==> src/rtl/m2vside4_if.sv <==
// Pixel stream in / frame-buffer write bus out for the stage-4 side-info block.
// master = pixel producer and write consumer; slave = m2vside4.
interface m2vside4_if #(
    parameter int PIX_WIDTH = 8,
    parameter int MBX_WIDTH = 6,
    parameter int MBY_WIDTH = 5
);
    logic                   pix_valid;
    logic [PIX_WIDTH-1:0]   pix_data;
    logic                   wr_valid;
    logic [1:0]             wr_plane;
    logic [MBX_WIDTH+3:0]   wr_x;
    logic [MBY_WIDTH+3:0]   wr_y;
    logic [PIX_WIDTH-1:0]   wr_data;
    logic                   block_done;

    modport master (
        output pix_valid, pix_data,
        input  wr_valid, wr_plane, wr_x, wr_y, wr_data, block_done
    );

    modport slave (
        input  pix_valid, pix_data,
        output wr_valid, wr_plane, wr_x, wr_y, wr_data, block_done
    );
endinterface

==> src/rtl/m2vside4.sv <==
// Stage-4 side info: latches stage-3 block info on block_start and turns the
// 64 reconstructed pixels of that block into registered frame-buffer writes.
module m2vside4 #(
    parameter int MVH_WIDTH = 16,
    parameter int MVV_WIDTH = 15,
    parameter int MBX_WIDTH = 6,
    parameter int MBY_WIDTH = 5,
    parameter int PIX_WIDTH = 8
) (
    input  logic                 clk,
    input  logic                 reset,
    input  logic [MVH_WIDTH-1:0] s3_mv_h,
    input  logic [MVV_WIDTH-1:0] s3_mv_v,
    input  logic [MBX_WIDTH-1:0] s3_mb_x,
    input  logic [MBY_WIDTH-1:0] s3_mb_y,
    input  logic                 s3_mb_intra,
    input  logic [2:0]           s3_block,
    input  logic                 s3_coded,
    input  logic                 s3_enable,
    input  logic                 block_start,
    m2vside4_if.slave            bus,
    output logic [MVH_WIDTH-1:0] s4_mv_h,
    output logic [MVV_WIDTH-1:0] s4_mv_v,
    output logic [MBX_WIDTH-1:0] s4_mb_x,
    output logic [MBY_WIDTH-1:0] s4_mb_y,
    output logic                 s4_mb_intra,
    output logic [2:0]           s4_block,
    output logic                 s4_coded,
    output logic                 s4_enable,
    output logic                 busy,
    output logic                 err
);
    localparam int XW = MBX_WIDTH + 4;
    localparam int YW = MBY_WIDTH + 4;

    logic [MVH_WIDTH-1:0] r_mv_h;
    logic [MVV_WIDTH-1:0] r_mv_v;
    logic [MBX_WIDTH-1:0] r_mb_x;
    logic [MBY_WIDTH-1:0] r_mb_y;
    logic                 r_mb_intra;
    logic [2:0]           r_block;
    logic                 r_coded;
    logic                 r_enable;
    logic [5:0]           r_cnt;
    logic                 r_busy;
    logic                 r_err;
    logic                 r_wr_valid;
    logic [1:0]           r_wr_plane;
    logic [XW-1:0]        r_wr_x;
    logic [YW-1:0]        r_wr_y;
    logic [PIX_WIDTH-1:0] r_wr_data;
    logic                 r_block_done;

    logic [2:0]           w_col;
    logic [2:0]           w_row;
    logic [1:0]           w_plane;
    logic [XW-1:0]        w_x;
    logic [YW-1:0]        w_y;
    logic                 w_blk_ok;

    assign w_col    = r_cnt[2:0];
    assign w_row    = r_cnt[5:3];
    assign w_blk_ok = (s3_block <= 3'd5);

    // Plane and absolute coordinate of the next pixel; macroblock origins are
    // multiples of 16 (luma) or 8 (chroma), so concatenation replaces the adds.
    always_comb begin
        w_plane = 2'd0;
        w_x     = '0;
        w_y     = '0;
        case (r_block)
            3'd0, 3'd1, 3'd2, 3'd3: begin
                w_plane = 2'd0;
                w_x     = {r_mb_x, r_block[0], w_col};
                w_y     = {r_mb_y, r_block[1], w_row};
            end
            3'd4: begin
                w_plane = 2'd1;
                w_x     = {1'b0, r_mb_x, w_col};
                w_y     = {1'b0, r_mb_y, w_row};
            end
            3'd5: begin
                w_plane = 2'd2;
                w_x     = {1'b0, r_mb_x, w_col};
                w_y     = {1'b0, r_mb_y, w_row};
            end
            default: begin
                w_plane = 2'd0;
                w_x     = '0;
                w_y     = '0;
            end
        endcase
    end

    // Side-info latch, pixel counter, busy/err state and registered write port.
    always_ff @(posedge clk or posedge reset) begin
        if (reset) begin
            r_mv_h       <= '0;
            r_mv_v       <= '0;
            r_mb_x       <= '0;
            r_mb_y       <= '0;
            r_mb_intra   <= 1'b0;
            r_block      <= 3'd0;
            r_coded      <= 1'b0;
            r_enable     <= 1'b0;
            r_cnt        <= 6'd0;
            r_busy       <= 1'b0;
            r_err        <= 1'b0;
            r_wr_valid   <= 1'b0;
            r_wr_plane   <= 2'd0;
            r_wr_x       <= '0;
            r_wr_y       <= '0;
            r_wr_data    <= '0;
            r_block_done <= 1'b0;
        end else begin
            r_wr_valid   <= 1'b0;
            r_block_done <= 1'b0;
            if (block_start) begin
                r_mv_h     <= s3_mv_h;
                r_mv_v     <= s3_mv_v;
                r_mb_x     <= s3_mb_x;
                r_mb_y     <= s3_mb_y;
                r_mb_intra <= s3_mb_intra;
                r_block    <= s3_block;
                r_coded    <= s3_coded;
                r_enable   <= s3_enable;
                r_cnt      <= 6'd0;
                r_busy     <= s3_enable & w_blk_ok;
                // A pixel arriving with block_start is dropped, never written.
                if (r_busy | bus.pix_valid | (s3_enable & ~w_blk_ok)) begin
                    r_err <= 1'b1;
                end
            end else if (bus.pix_valid) begin
                if (r_busy) begin
                    r_wr_valid <= 1'b1;
                    r_wr_plane <= w_plane;
                    r_wr_x     <= w_x;
                    r_wr_y     <= w_y;
                    r_wr_data  <= bus.pix_data;
                    r_cnt      <= r_cnt + 6'd1;
                    if (r_cnt == 6'd63) begin
                        r_busy       <= 1'b0;
                        r_block_done <= 1'b1;
                    end
                end else begin
                    r_err <= 1'b1;
                end
            end
        end
    end

    assign s4_mv_h        = r_mv_h;
    assign s4_mv_v        = r_mv_v;
    assign s4_mb_x        = r_mb_x;
    assign s4_mb_y        = r_mb_y;
    assign s4_mb_intra    = r_mb_intra;
    assign s4_block       = r_block;
    assign s4_coded       = r_coded;
    assign s4_enable      = r_enable;
    assign busy           = r_busy;
    assign err            = r_err;
    assign bus.wr_valid   = r_wr_valid;
    assign bus.wr_plane   = r_wr_plane;
    assign bus.wr_x       = r_wr_x;
    assign bus.wr_y       = r_wr_y;
    assign bus.wr_data    = r_wr_data;
    assign bus.block_done = r_block_done;
endmodule

==> src/flat_wrapper.sv <==
// flat-port wrapper written by rule: the top's interface ports become plain ports
module m2vside4_flat 
#(
    parameter int MVH_WIDTH = 16,
    parameter int MVV_WIDTH = 15,
    parameter int MBX_WIDTH = 6,
    parameter int MBY_WIDTH = 5,
    parameter int PIX_WIDTH = 8
)
  (clk, reset, s3_mv_h, s3_mv_v, s3_mb_x, s3_mb_y, s3_mb_intra, s3_block, s3_coded, s3_enable, block_start, s4_mv_h, s4_mv_v, s4_mb_x, s4_mb_y, s4_mb_intra, s4_block, s4_coded, s4_enable, busy, err, bus_pix_valid, bus_pix_data, bus_wr_valid, bus_wr_plane, bus_wr_x, bus_wr_y, bus_wr_data, bus_block_done);
  m2vside4_if #(.PIX_WIDTH(PIX_WIDTH), .MBX_WIDTH(MBX_WIDTH), .MBY_WIDTH(MBY_WIDTH)) bus_i ();
  input  logic clk;
  input  logic reset;
  input  logic [MVH_WIDTH-1:0] s3_mv_h;
  input  logic [MVV_WIDTH-1:0] s3_mv_v;
  input  logic [MBX_WIDTH-1:0] s3_mb_x;
  input  logic [MBY_WIDTH-1:0] s3_mb_y;
  input  logic s3_mb_intra;
  input  logic [2:0] s3_block;
  input  logic s3_coded;
  input  logic s3_enable;
  input  logic block_start;
  output logic [MVH_WIDTH-1:0] s4_mv_h;
  output logic [MVV_WIDTH-1:0] s4_mv_v;
  output logic [MBX_WIDTH-1:0] s4_mb_x;
  output logic [MBY_WIDTH-1:0] s4_mb_y;
  output logic s4_mb_intra;
  output logic [2:0] s4_block;
  output logic s4_coded;
  output logic s4_enable;
  output logic busy;
  output logic err;
  input wire logic [$bits(bus_i.pix_valid)-1:0] bus_pix_valid;
  input wire logic [$bits(bus_i.pix_data)-1:0] bus_pix_data;
  output wire logic [$bits(bus_i.wr_valid)-1:0] bus_wr_valid;
  output wire logic [$bits(bus_i.wr_plane)-1:0] bus_wr_plane;
  output wire logic [$bits(bus_i.wr_x)-1:0] bus_wr_x;
  output wire logic [$bits(bus_i.wr_y)-1:0] bus_wr_y;
  output wire logic [$bits(bus_i.wr_data)-1:0] bus_wr_data;
  output wire logic [$bits(bus_i.block_done)-1:0] bus_block_done;
  assign bus_i.pix_valid = bus_pix_valid;
  assign bus_i.pix_data = bus_pix_data;
  assign bus_wr_valid = bus_i.wr_valid;
  assign bus_wr_plane = bus_i.wr_plane;
  assign bus_wr_x = bus_i.wr_x;
  assign bus_wr_y = bus_i.wr_y;
  assign bus_wr_data = bus_i.wr_data;
  assign bus_block_done = bus_i.block_done;
  m2vside4 #(.MVH_WIDTH(MVH_WIDTH), .MVV_WIDTH(MVV_WIDTH), .MBX_WIDTH(MBX_WIDTH), .MBY_WIDTH(MBY_WIDTH), .PIX_WIDTH(PIX_WIDTH)) u_core (.clk(clk), .reset(reset), .s3_mv_h(s3_mv_h), .s3_mv_v(s3_mv_v), .s3_mb_x(s3_mb_x), .s3_mb_y(s3_mb_y), .s3_mb_intra(s3_mb_intra), .s3_block(s3_block), .s3_coded(s3_coded), .s3_enable(s3_enable), .block_start(block_start), .bus(bus_i), .s4_mv_h(s4_mv_h), .s4_mv_v(s4_mv_v), .s4_mb_x(s4_mb_x), .s4_mb_y(s4_mb_y), .s4_mb_intra(s4_mb_intra), .s4_block(s4_block), .s4_coded(s4_coded), .s4_enable(s4_enable), .busy(busy), .err(err));
endmodule
==> config.mk <==
export PLATFORM = sky130hd
export DESIGN_NAME = m2vside4_flat
export DESIGN_NICKNAME = d
export VERILOG_FILES = /design/src/rtl/m2vside4_if.sv /design/src/rtl/m2vside4.sv /design/src/flat_wrapper.sv
export SDC_FILE = /design/constraint.sdc
export NUM_CORES = 1
export LEC_CHECK = 0
export ABC_CLOCK_PERIOD_IN_PS = 3400
export BUFFER_PORTS_ARGS = -buffer_cell sky130_fd_sc_hd__buf_2
export CORE_MARGIN = 1
export CORE_UTILIZATION = 40
export DETAILED_ROUTE_END_ITERATION = 16
export PLACE_DENSITY = 0.77
export SKIP_LAST_GASP = 1
export SLEW_MARGIN = 20
export SYNTH_ARGS = -nofsm -noshare
export SYNTH_HDL_FRONTEND = slang
export SYNTH_SLANG_ARGS = --single-unit
==> constraint.sdc <==
create_clock -name clk -period 3.4 [get_ports clk]
set_input_delay 0.68 -clock clk [delete_from_list [all_inputs] [get_ports clk]]
set_output_delay 0.68 -clock clk [all_outputs]
set_load 0.005 [all_outputs]
* Word level (Yosys, flattened, before mapping) *
Index checks and enable logic that the tools add are counted.

storage, ports and cells
  word-level logic and storage cells = 62
  register bits after elaboration = 87

operators by class
  reduce and logical (&&, ||, !) cells = 8
  order comparisons = 1
  equality and inequality tests = 8
  add/sub/neg operators = 1
  mux-type cells = 21
  bitwise operators = 6

operators with widths
  kind                                                    count
  one-hot mux 10 bit (2 select lines)                     1
  two-way mux 6 bit                                       3
  one-hot mux 9 bit (2 select lines)                      1
  two-way mux 1 bit                                       15
  adder 6 x 1 -> 6 bit (second input constant)            1
  == test 3 x 2 -> 1 bit (second input constant)          2
  == test 3 bit (second input constant)                   2
  == test 6 bit (second input constant)                   1
  AND reduction 3 bit                                     2
  one-hot mux 2 bit (2 select lines)                      1
  nonzero test 2 bit                                      2
  OR reduction 4 bit                                      1
  == test 3 x 1 -> 1 bit (second input constant)          1
  less-or-equal comparator 3 bit (second input constant)  1
  zero test 3 bit                                         1
  bitwise AND 1 bit                                       2
  != test 2 x 1 -> 1 bit (second input constant)          1
  != test 2 bit (second input constant)                   1
  NOT 1 bit                                               2
  OR 1 bit                                                2
  AND reduction 2 bit                                     1
  OR reduction 2 bit                                      1

* Longest topological paths before layout *
  depth in word-level cells = 6
  depth in mapped cells = 5
  gate-level depth less buffers = 4

* Worst setup path before layout *
Ideal clock, no wire load.

  kind = input to register
  from = in block_start
  to = reg u_core.r_wr_data[0] (netlist: u_core.bus.wr_data[0])
  library setup time = 0.125 ns
  cell stages on the path = 4
  setup slack = 1.750 ns
  required time = 3.275 ns
  arrival time = 1.525 ns
  path buffers = 2
  cells stage by stage = clkbuf_1 nand3b_4 buf_2 mux2_2

between the ends
  longest elaborated chain between the ends = 2

RTL lines
  what                           RTL line            text
  from (decl)                    flat_wrapper.sv:22  input logic block_start;
  NOT 1 bit (no line)            n/a
  AND reduction 3 bit (no line)  n/a
  to (signal assigned)           m2vside4.sv:139     r_wr_data <= bus.pix_data;
  to (decl)                      m2vside4.sv:51      logic [PIX_WIDTH-1:0] r_wr_data;

No other way between the ends.
A chain may end at the register's enable or synchronous reset.

* Worst setup path after layout *
  from = reg u_core.r_block[1] (netlist: u_core.s4_block[1])
  to = out s4_block[1]

RTL lines
  what                    RTL line            text
  from (decl)             m2vside4.sv:41      logic [2:0] r_block;
  from (signal assigned)  m2vside4.sv:124     r_block <= s3_block;
  to (decl)               flat_wrapper.sv:28  output logic [2:0] s4_block;

No word-level cell between the ends.

==> summary.md <==
| Metric | Value |
|---|---|
| Number of rows created at floorplan | 33 |
| Top area cells in the synthesized netlist | dfrtp_1 (63%), mux2_2 (18%), nand2_1 (5.1%), o21ai_0 (3.8%), a2bb2oi_1 (2.3%) |
| Yosys synthesis warning count | 0 |
| Syn Inst Count | between 200 and 300 |
| Clock slew at reported path FFs | 0.08 ns |
| Startpoint class of the critical path | flop |
| Netlist cell types | 23 |
| Clock Tree Buf Depth | 2 |
| Via count normalized by instance count | about 4.8 |
| Required time of the critical path | 2.72 ns |
| Number of filler cells placed in the layout | about 730 |
| Proportion of register bits with asynchronous set or reset after synthesis | 100% |
| Delay of the slowest cell on the worst path | 0.65 ns |
| Element type at the critical path end | output port |
| Clock tree from TritonCTS | built |
| Most numerous cell in the Yosys netlist | dfrtp_1 |
| Count of endpoints failing setup in the final report | 0 |
| Static Leak | ~0.0022 µW |
| Tightest Pin Transition | 0.718 ns |
| Placed wire-length estimate | 5230 µm |
| Critical-path top delay cell | dfrtp_1 |
| Post-Place Cell Area | 0.00424 mm² |
| Initial antenna violation count | 0 |
| Max Freq | 529 MHz |
| Clock insertion delay at the later pin of the skew report | 0.34 ns |
| Buffers added on ports | 140 |
| Primary FF master, synth | dfrtp_1 |
| Drc violations | 0 |
| GRT Residual Overflow | 0 |
| Max Cap Violations | 0 |
| N_diodes | 0 |
| Count of TritonRoute iterations in the first routing pass | 4 |
| Number of nets produced by synthesis | approximately 340 |
| # resized after CTS | 0 |
| Max-slew headroom | a little over half |
| Initial cell density of the core | between 40% and 50% |
| Pin count of the biggest net entering global routing | 62 |
| Die outline area | 0.00902 mm² |
| Top-area cell type share of the netlist area | 63.0% |
| # clock sinks | 87 |
| Library cell used as clock root buffer | clkbuf_8 |
| Chip Width | 95.0 µm |
| Post-route standard cell area excluding fillers | around 0.0045 mm² |
| Inserted Clock Buffers | 9 |
| VDD IR-drop max | approximately 0.32 mV |
| Deepest level of the CTS H-tree | 3 |
| Number of global-route vias before repair | 2472 |
| Clock Skew | around 0.0075 ns |
| Final GP Congestion | 0.768 |
| Avg Inst Size Synth | ~13 µm² |
| List of cells traversed by the critical path | buf_2 |
| I/O pins | 141 |
| Count of hold-fix buffers inserted at cts | 0 |
| Buf+Inv Stages, Crit Path | 1 |
| Final #Nets | between 400 and 500 |
| Routed len/inst | 14.0 µm |
| Antenna Nets Post-Route | 0 |
| Post-detailed-routing wire length | 7270 µm |
| Die height | approximately 95 µm |
| Class of the tightest hold or removal check | input pin to async pin |
| Cell type contributing the most total cell area after synthesis | dfrtp_1 |
| Critical-path maximum fanout | 15 |
| Worst Setup Path Type | flop to output port |
| Post-synthesis cell area | 0.00346 mm² |
| All-layer global routing usage | 16.9% |
| Final Hold Viols | 0 |
| Signed area change from the synthesized netlist to the final layout | 28.9% |
| Final worst-path cycle share | about 56% |
| Postcts setup bufs | 0 |
| Number of enable flip-flop cells after synthesis | 0 |
| Slew Limit Fails | 0 |
| Synth top cells by count | dfrtp_1 (87), mux2_2 (54), nand2_1 (47) |
| Vias after detailed routing | about 2500 |
| Power Density | roughly 540 mW/mm² |
| DR iter-0 viols | 86 |
| Post-route minimum period | around 1.9 ns |
| Sequential-to-total area share from yosys stat | 63.0% |
| Sum of internal, switching and leakage power | 2410 µW |
| Wire length of the first global-routing pass | 11800 µm |
| Top Family by Delay on Critical Path | flip-flops |
| Flop and latch count out of synthesis | 87 |
| Core ar. | 0.00830 mm² |
| Aggregate negative setup slack | 0 ns |
| Worst endpoint data arrival time | 1.21 ns |
| Fraction of layout cells with a size suffix above 1 | 51.0% |
| Run status | complete, no violations |
| Unrepaired setup endpoints after global routing | false |
report_power, final:
group | switching (µW) | internal [µW]
clock | 343 | 431
combinational | 173 | 213
sequential | 85.2 | 1160
sequential cells by signal (all words and copies together), names as in the netlist, 2 cells and up:
name	count
u_core.bus.wr_y	9
u_core.s4_mv_v	15
u_core.s4_mb_y	5
u_core.r_cnt	6
u_core.bus.wr_x	10
u_core.s4_mb_x	6
u_core.bus.wr_data	8
u_core.s4_block	3
u_core.s4_mv_h	16
u_core.bus.wr_plane	2
layout make-up:
type                            instances  area [µm²]  area share, %
Tap cell                              105         131           2.95
Inverter                                6        25.0          0.562
Multi-Input combinational cell        165        1190           26.6
Clock inverter                          3        67.6           1.52
Sequential cell                        87        2180           48.9
Clock buffer                           12         145           3.26
Timing Repair Buffer                  143         723           16.2
cells by family (layout without fill, tap and decap cells):
group	count (synthesis)	count (layout)	synth area share [%]
adders and majority gates	1	1	0.362
muxes	54	54	17.6
buffers and inverters	22	164	2.68
DFF	87	87	63.0
xor gates and xnor gates	2	2	0.507
AOI/OAI and AO/OA	43	43	7.53
and+or+nand+nor	65	65	8.33
worst paths after layout:
check | end | cells after the start | slack (ns) | from
max | s4_block[1] | 1 | 1.51 | u_core.s4_block[1]$_DFFE_PP0P_
min | u_core.s4_mv_v[9]$_DFFE_PP0P_ | 2 | 0.47 | reset
max reg2reg | u_core.bus.wr_data[1]$_DFFE_PP0P_ | 2 | 1.89 | u_core.busy$_DFFE_PP0P_
min reg2reg | u_core.bus.wr_y[7]$_DFFE_PP0P_ | 2 | 0.48 | u_core.bus.wr_y[7]$_DFFE_PP0P_
max in group asynchronous | u_core.s4_block[0]$_DFFE_PP0P_ | 3 | 2.22 | reset
min in group clk | u_core.bus.wr_y[7]$_DFFE_PP0P_ | 2 | 0.48 | u_core.bus.wr_y[7]$_DFFE_PP0P_
layer usage:
metal,global-route usage [%],up-vias,part of all wire (%)
li1,-,1220,-
met1,21.7,1210,43
met2,27.3,78,50
met3,4.19,14,4.9
met4,6.82,0,1.8
met5,0,-,0
placed cells by master (no fill, tap or decap):
cell / instances
clkbuf_8: 10
nand4_1: 1
ha_1: 1
inv_1: 5
xnor2_1: 1
nor2_1: 3
mux2_2: 54
a2bb2oi_1: 9
a22oi_1: 1
bufinv_16: 2
a21oi_1: 5
a221o_1: 1
clkinvlp_4: 1
clkbuf_1: 2
xor2_1: 1
or2b_1: 1
nor2b_1: 2
buf_2: 140
o21ai_0: 26
or3_1: 3
nor3_1: 1
o41ai_1: 1
buf_4: 3
inv_4: 1
nand3_1: 6
nand2_1: 47
nand3b_4: 1
dfrtp_1: 87
per-stage QoR:
step	hold WS, ns	utilization (%)	setup slack, ns	std cells
final	0.465	53.7	1.51	521
after CTS	0.483	53.7	1.47	521
after floorplan	0.467	-	0.470	274
after global routing	0.502	53.7	1.42	521
after detailed placement	0.467	51.1	1.48	506
after global placement	0.453	51.1	1.50	506
(Power assumes the default switching activity.)
